$ cat src/rtl/cpu_pkg.sv
// Shared core constants: datapath width, GPR count and the hardwired-zero
// register index.
package cpu_pkg;
  localparam int CPU_DATA_W   = 32;
  localparam int CPU_NUM_REGS = 32;
  localparam int CPU_ADDR_W   = $clog2(CPU_NUM_REGS);
  localparam int REG_ZERO     = 0;
endpackage

$ cat src/rtl/reg_scoreboard.sv
// Pending-write scoreboard: one bit per GPR plus one for the HI/LO pair.
// Set on issue, clear on writeback; a new producer outranks a retiring one.
module reg_scoreboard
  import cpu_pkg::*;
#(
  parameter  int NUM_REGS = CPU_NUM_REGS,
  localparam int ADDR_W   = $clog2(NUM_REGS)
) (
  input  logic                clk,
  input  logic                reset,
  input  logic                issue_en,
  input  logic [ADDR_W-1:0]   issue_reg,
  input  logic                issue_hilo,
  input  logic                write_en,
  input  logic [ADDR_W-1:0]   write_reg,
  input  logic                hilo_write,
  output logic [NUM_REGS-1:0] pending,
  output logic                pending_hilo
);

  always_ff @(posedge clk or posedge reset) begin
    if (reset) begin
      pending      <= '0;
      pending_hilo <= 1'b0;
    end else begin
      pending[REG_ZERO] <= 1'b0;
      for (int i = 1; i < NUM_REGS; i++) begin
        if (issue_en && issue_reg == ADDR_W'(i))
          pending[i] <= 1'b1;
        else if (write_en && write_reg == ADDR_W'(i))
          pending[i] <= 1'b0;
      end
      if (issue_hilo)
        pending_hilo <= 1'b1;
      else if (hilo_write)
        pending_hilo <= 1'b0;
    end
  end

endmodule

$ cat src/rtl/register_file_sb.sv
// GPR file with HI/LO pair, write-first bypassed read ports, r0 tied to zero,
// and scoreboard-driven operand ready / decode stall.
module register_file_sb
  import cpu_pkg::*;
#(
  parameter  int DATA_W   = CPU_DATA_W,
  parameter  int NUM_REGS = CPU_NUM_REGS,
  parameter  int NUM_READ = 2,
  localparam int ADDR_W   = $clog2(NUM_REGS)
) (
  input  logic                       clk,
  input  logic                       reset,
  input  logic [NUM_READ*ADDR_W-1:0] read_addr,
  output logic [NUM_READ*DATA_W-1:0] read_data,
  output logic [NUM_READ-1:0]        read_ready,
  input  logic                       issue_en,
  input  logic [ADDR_W-1:0]          issue_reg,
  input  logic                       issue_hilo,
  input  logic                       write_en,
  input  logic [ADDR_W-1:0]          write_reg,
  input  logic [DATA_W-1:0]          write_data,
  input  logic                       hilo_write,
  input  logic [DATA_W-1:0]          hi_data,
  input  logic [DATA_W-1:0]          lo_data,
  output logic [DATA_W-1:0]          hi_out,
  output logic [DATA_W-1:0]          lo_out,
  output logic                       hilo_ready,
  output logic                       stall
);

  logic [DATA_W-1:0]   r_regs [NUM_REGS];
  logic [DATA_W-1:0]   r_hi;
  logic [DATA_W-1:0]   r_lo;
  logic [NUM_REGS-1:0] w_pend;
  logic                w_pend_hilo;
  logic [NUM_READ-1:0] w_rdy;
  logic                w_wr_ok;

  assign w_wr_ok = write_en && (write_reg != ADDR_W'(REG_ZERO));

  always_ff @(posedge clk or posedge reset) begin
    if (reset) begin
      for (int i = 0; i < NUM_REGS; i++)
        r_regs[i] <= '0;
      r_hi <= '0;
      r_lo <= '0;
    end else begin
      if (w_wr_ok)
        r_regs[write_reg] <= write_data;
      if (hilo_write) begin
        r_hi <= hi_data;
        r_lo <= lo_data;
      end
    end
  end

  reg_scoreboard #(
    .NUM_REGS (NUM_REGS)
  ) u_sb (
    .clk          (clk),
    .reset        (reset),
    .issue_en     (issue_en),
    .issue_reg    (issue_reg),
    .issue_hilo   (issue_hilo),
    .write_en     (write_en),
    .write_reg    (write_reg),
    .hilo_write   (hilo_write),
    .pending      (w_pend),
    .pending_hilo (w_pend_hilo)
  );

  // Ready uses pre-edge pending state; a same-cycle writeback counts as ready.
  for (genvar k = 0; k < NUM_READ; k++) begin : g_rd
    logic [ADDR_W-1:0] w_addr;
    logic              w_hit;
    assign w_addr = read_addr[k*ADDR_W +: ADDR_W];
    assign w_hit  = write_en && (write_reg == w_addr);
    assign read_data[k*DATA_W +: DATA_W] =
      (w_addr == ADDR_W'(REG_ZERO)) ? '0 :
      w_hit ? write_data : r_regs[w_addr];
    assign w_rdy[k] = ~w_pend[w_addr] | w_hit;
  end

  assign read_ready = w_rdy;
  assign hi_out     = hilo_write ? hi_data : r_hi;
  assign lo_out     = hilo_write ? lo_data : r_lo;
  assign hilo_ready = ~w_pend_hilo | hilo_write;
  assign stall      = (|(~w_rdy)) | (issue_hilo & ~hilo_ready);

endmodule

$ cat config.mk
export PLATFORM = sky130hd
export DESIGN_NAME = register_file_sb
export DESIGN_NICKNAME = d
export VERILOG_FILES = /design/src/rtl/cpu_pkg.sv /design/src/rtl/reg_scoreboard.sv /design/src/rtl/register_file_sb.sv
export SDC_FILE = /design/constraint.sdc
export NUM_CORES = 2
export LEC_CHECK = 0
export ABC_CLOCK_PERIOD_IN_PS = 40700
export CAP_MARGIN = 30
export CORE_MARGIN = 8
export CORE_UTILIZATION = 51
export CTS_CLUSTER_SIZE = 30
export DETAILED_ROUTE_END_ITERATION = 8
export PLACE_DENSITY = 0.76
export SYNTH_ARGS = -nofsm -noshare
export SYNTH_HDL_FRONTEND = slang
export SYNTH_SLANG_ARGS = --single-unit
$ cat constraint.sdc
create_clock -name clk -period 40.7 [get_ports clk]
set_clock_uncertainty 0.05 [all_clocks]
set_input_delay 10.175 -clock clk [delete_from_list [all_inputs] [get_ports clk]]
set_output_delay 10.175 -clock clk [all_outputs]
set_load 0.02 [all_outputs]
==> impl_metrics.tcl <==
set metrics [dict create \
    cts_tree "yes" \
    r2r_end "r_regs[469]$_DFFE_PP0P_" \
    grt_pass1_wl_microns 258000 \
    antenna_found_initial 2 \
    crit_end "read_data[50]" \
    grt_pass1_vias 38618 \
    setup.worst_path.end_class "primary output" \
    drtIter0Drc 3903 \
    cp-start-kind "primary input" \
    cts_setup_buffers 0 \
    p_per_area_nw_per_um2 48.9 \
    drt_wl_total_microns 170000 \
    coreArea_sq_um 114000 \
    placed_cell_area_sq_um 62700 \
    clkTransAtPathRegs_ns 0.06 \
    relSlewSlack 0.281 \
    peakVddDrop_mv 0.0329 \
    drive_above_1_share 0.507 \
    final_common_cell "dfrtp_1" \
    synth_nets 3909 \
    critPathMaxFanout 106 \
    synth_edf_count 0 \
    grt_overflow 0 \
    total_power_mw 3.26 \
    postSynth.asyncResetShare 1.00 \
    worst_ep_required_time_ns 30.47 \
    yosysWarningCount 0 \
    startpoint "read_addr[5]" \
    synth_seq_area_share 0.478 \
    grt_max_degree 175 \
    cellLeakagePower_nw 28.3 \
    max_freq_mhz 40.4 \
    die_y_microns 355 \
    gp_congestion 0.831 \
    firstDrtPassIters 5 \
    rsz0062_at_grt "no" \
    area_growth_pct 13.9 \
    slew_violations 0 \
    fin_util 0.585 \
    post_cts_resized 0 \
    r2r-start "r_regs[469]$_DFFE_PP0P_" \
    status "completed" \
    crit_type "in2out" \
    hold_violations 0 \
    min_period_over_period 0.608 \
    fin_nets 3962 \
    clockRootBuffer "clkbuf_16" \
    worstPathArrival_ns 14.51 \
    dpl.hpwl_microns 94900 \
    fin_crit_ns 24.73 \
    ios 254 \
    final_cell_mix "dfrtp_1 (1120), mux2_2 (1061), mux4_2 (585)" \
    rows 124 \
    rr_worst_depth 1 \
    syn_area_per_cell_sq_um 15.5 \
    setup_tns_ns 0 \
    ys_ff_latch 1120 \
    tightest_slew_ns 1.08 \
    ys_types 49 \
    initial_core_util 0.513 \
    min-delay-path-class "reg2reg" \
    r2r_slack_ns 39.84 \
    synthFlopType "dfrtp_1" \
    setup_viol 0 \
    cts_buffers 116 \
    postRouteAntennaNets 0 \
    clk_latency_ns 0.70 \
    vias 36966 \
    viasPerCell 6.79 \
    htree_levels 3 \
    routedWlPerCell_microns 31.2 \
    holdBufCountCts 0 \
    synth_area_sq_um 58600 \
    drc 0 \
    max-cap-violations 0 \
    io_buffers 253 \
    grt_use_total 0.268 \
    die_w_microns 355 \
    fp.dieArea_sq_um 126000 \
    clock_sinks 1120 \
    design_area_sq_um 66700 \
    cts_buffer_depth 3 \
    postSynthCellCount 3787 \
]
==> worst max-delay path, stage by stage <==
cell	delay, ns
buf_8	0.28
buf_12	0.65
buf_4	0.85
mux4_2	0.62
mux4_2	0.46
and3_1	0.22
a221o_1	0.35
clkdlybuf4s50_1	0.58
==> per-layer routing <==
layer | track usage | share of wire | vias to the layer above
met4 | 0.0905 | 0.035 | 2
met5 | 0 | 0.000041 | -
li1 | - | - | 14722
met1 | 0.375 | 0.40 | 19984
met3 | 0.0646 | 0.094 | 378
met2 | 0.414 | 0.47 | 1880
==> sequential cells by signal, indices dropped and copies added, names as in the netlist <==
signal and cells:
u_sb.pending_hilo 1, r_hi 32, r_regs 1024, u_sb.pending 31, r_lo 32
==> logic make-up after synthesis <==
logic type,after synthesis,synth area share
buffers and inverters,452,0.0340
and+or+nand+nor,287,0.0216
AOI/OAI and AO/OA,215,0.0262
muxes,1703,0.438
DFF,1120,0.478
xor gates and xnor gates,10,0.00149
==> cell type report <==
cell class                      count  area [sq um]
Inverter                           22          86.3
Tap cell                         1512          1890
Fill cell                        8635         47400
Antenna cell                        1          2.50
Clock buffer                      173          3420
Timing Repair Buffer              365          3990
Sequential cell                  1120         28000
Multi-Input combinational cell   2215         28800
Clock inverter                     40           502
==> report_power, final <==
part           internal (mW)  switching (mW)
Combinational          0.428           0.270
Sequential              1.32           0.150
Clock                  0.641           0.452
==> worst min path at each step <==
| stage | from | endpoint | cells past startpoint |
|---|---|---|---|
| floorplan | r_regs[1000]$_DFFE_PP0P_ | r_regs[1000]$_DFFE_PP0P_ | 1 |
| finish | r_regs[1008]$_DFFE_PP0P_ | r_regs[1008]$_DFFE_PP0P_ | 0 |
| global route | r_regs[1005]$_DFFE_PP0P_ | r_regs[1005]$_DFFE_PP0P_ | 0 |
| detailed placement | r_regs[1005]$_DFFE_PP0P_ | r_regs[1005]$_DFFE_PP0P_ | 0 |
| global placement | r_regs[1014]$_DFFE_PP0P_ | r_regs[1014]$_DFFE_PP0P_ | 0 |
| CTS | r_regs[1008]$_DFFE_PP0P_ | r_regs[1008]$_DFFE_PP0P_ | 0 |
==> metrics by stage <==
stage / std cells / hold slack [ns] / setup slack, ns
final: 5448 / 0.345 / 15.97
after global placement: 5201 / 0.326 / 15.92
after CTS: 5440 / 0.347 / 15.85
after detailed placement: 5227 / 0.333 / 15.86
after global routing: 5448 / 0.355 / 15.68
after floorplan: 3787 / 0.391 / 15.02
==> cell usage after synthesis (all sizes together) (2+ instances only) <==
cell type	number	area, sq um
mux2	1061	11900
a32o	3	30.0
and3	12	75.1
buf	200	1050
nand2	153	574
nand3	14	70.1
a221o	11	110
nor2	56	210
o32ai	3	26.3
nand2b	6	37.5
mux4	585	13200
clkbuf	230	863
or2	2	12.5
or3	2	12.5
inv	22	82.6
a21oi	10	50.1
o22ai	73	457
nand3b	2	15.0
a22o	8	70.1
o211ai	53	398
xnor2	2	17.5
a31oi	4	25.0
nor2b	19	119
o21ai	10	50.1
o31ai	3	22.5
nor4	4	31.3
dfrtp	1120	28000
nor3	6	30.0
nand4	7	43.8
xor2	8	70.1
mux2i	57	571
a22oi	16	120
a32oi	5	43.8
a211oi	7	52.6
o2111ai	5	43.8
No activity file was read; power rests on OpenSTA's default activity.
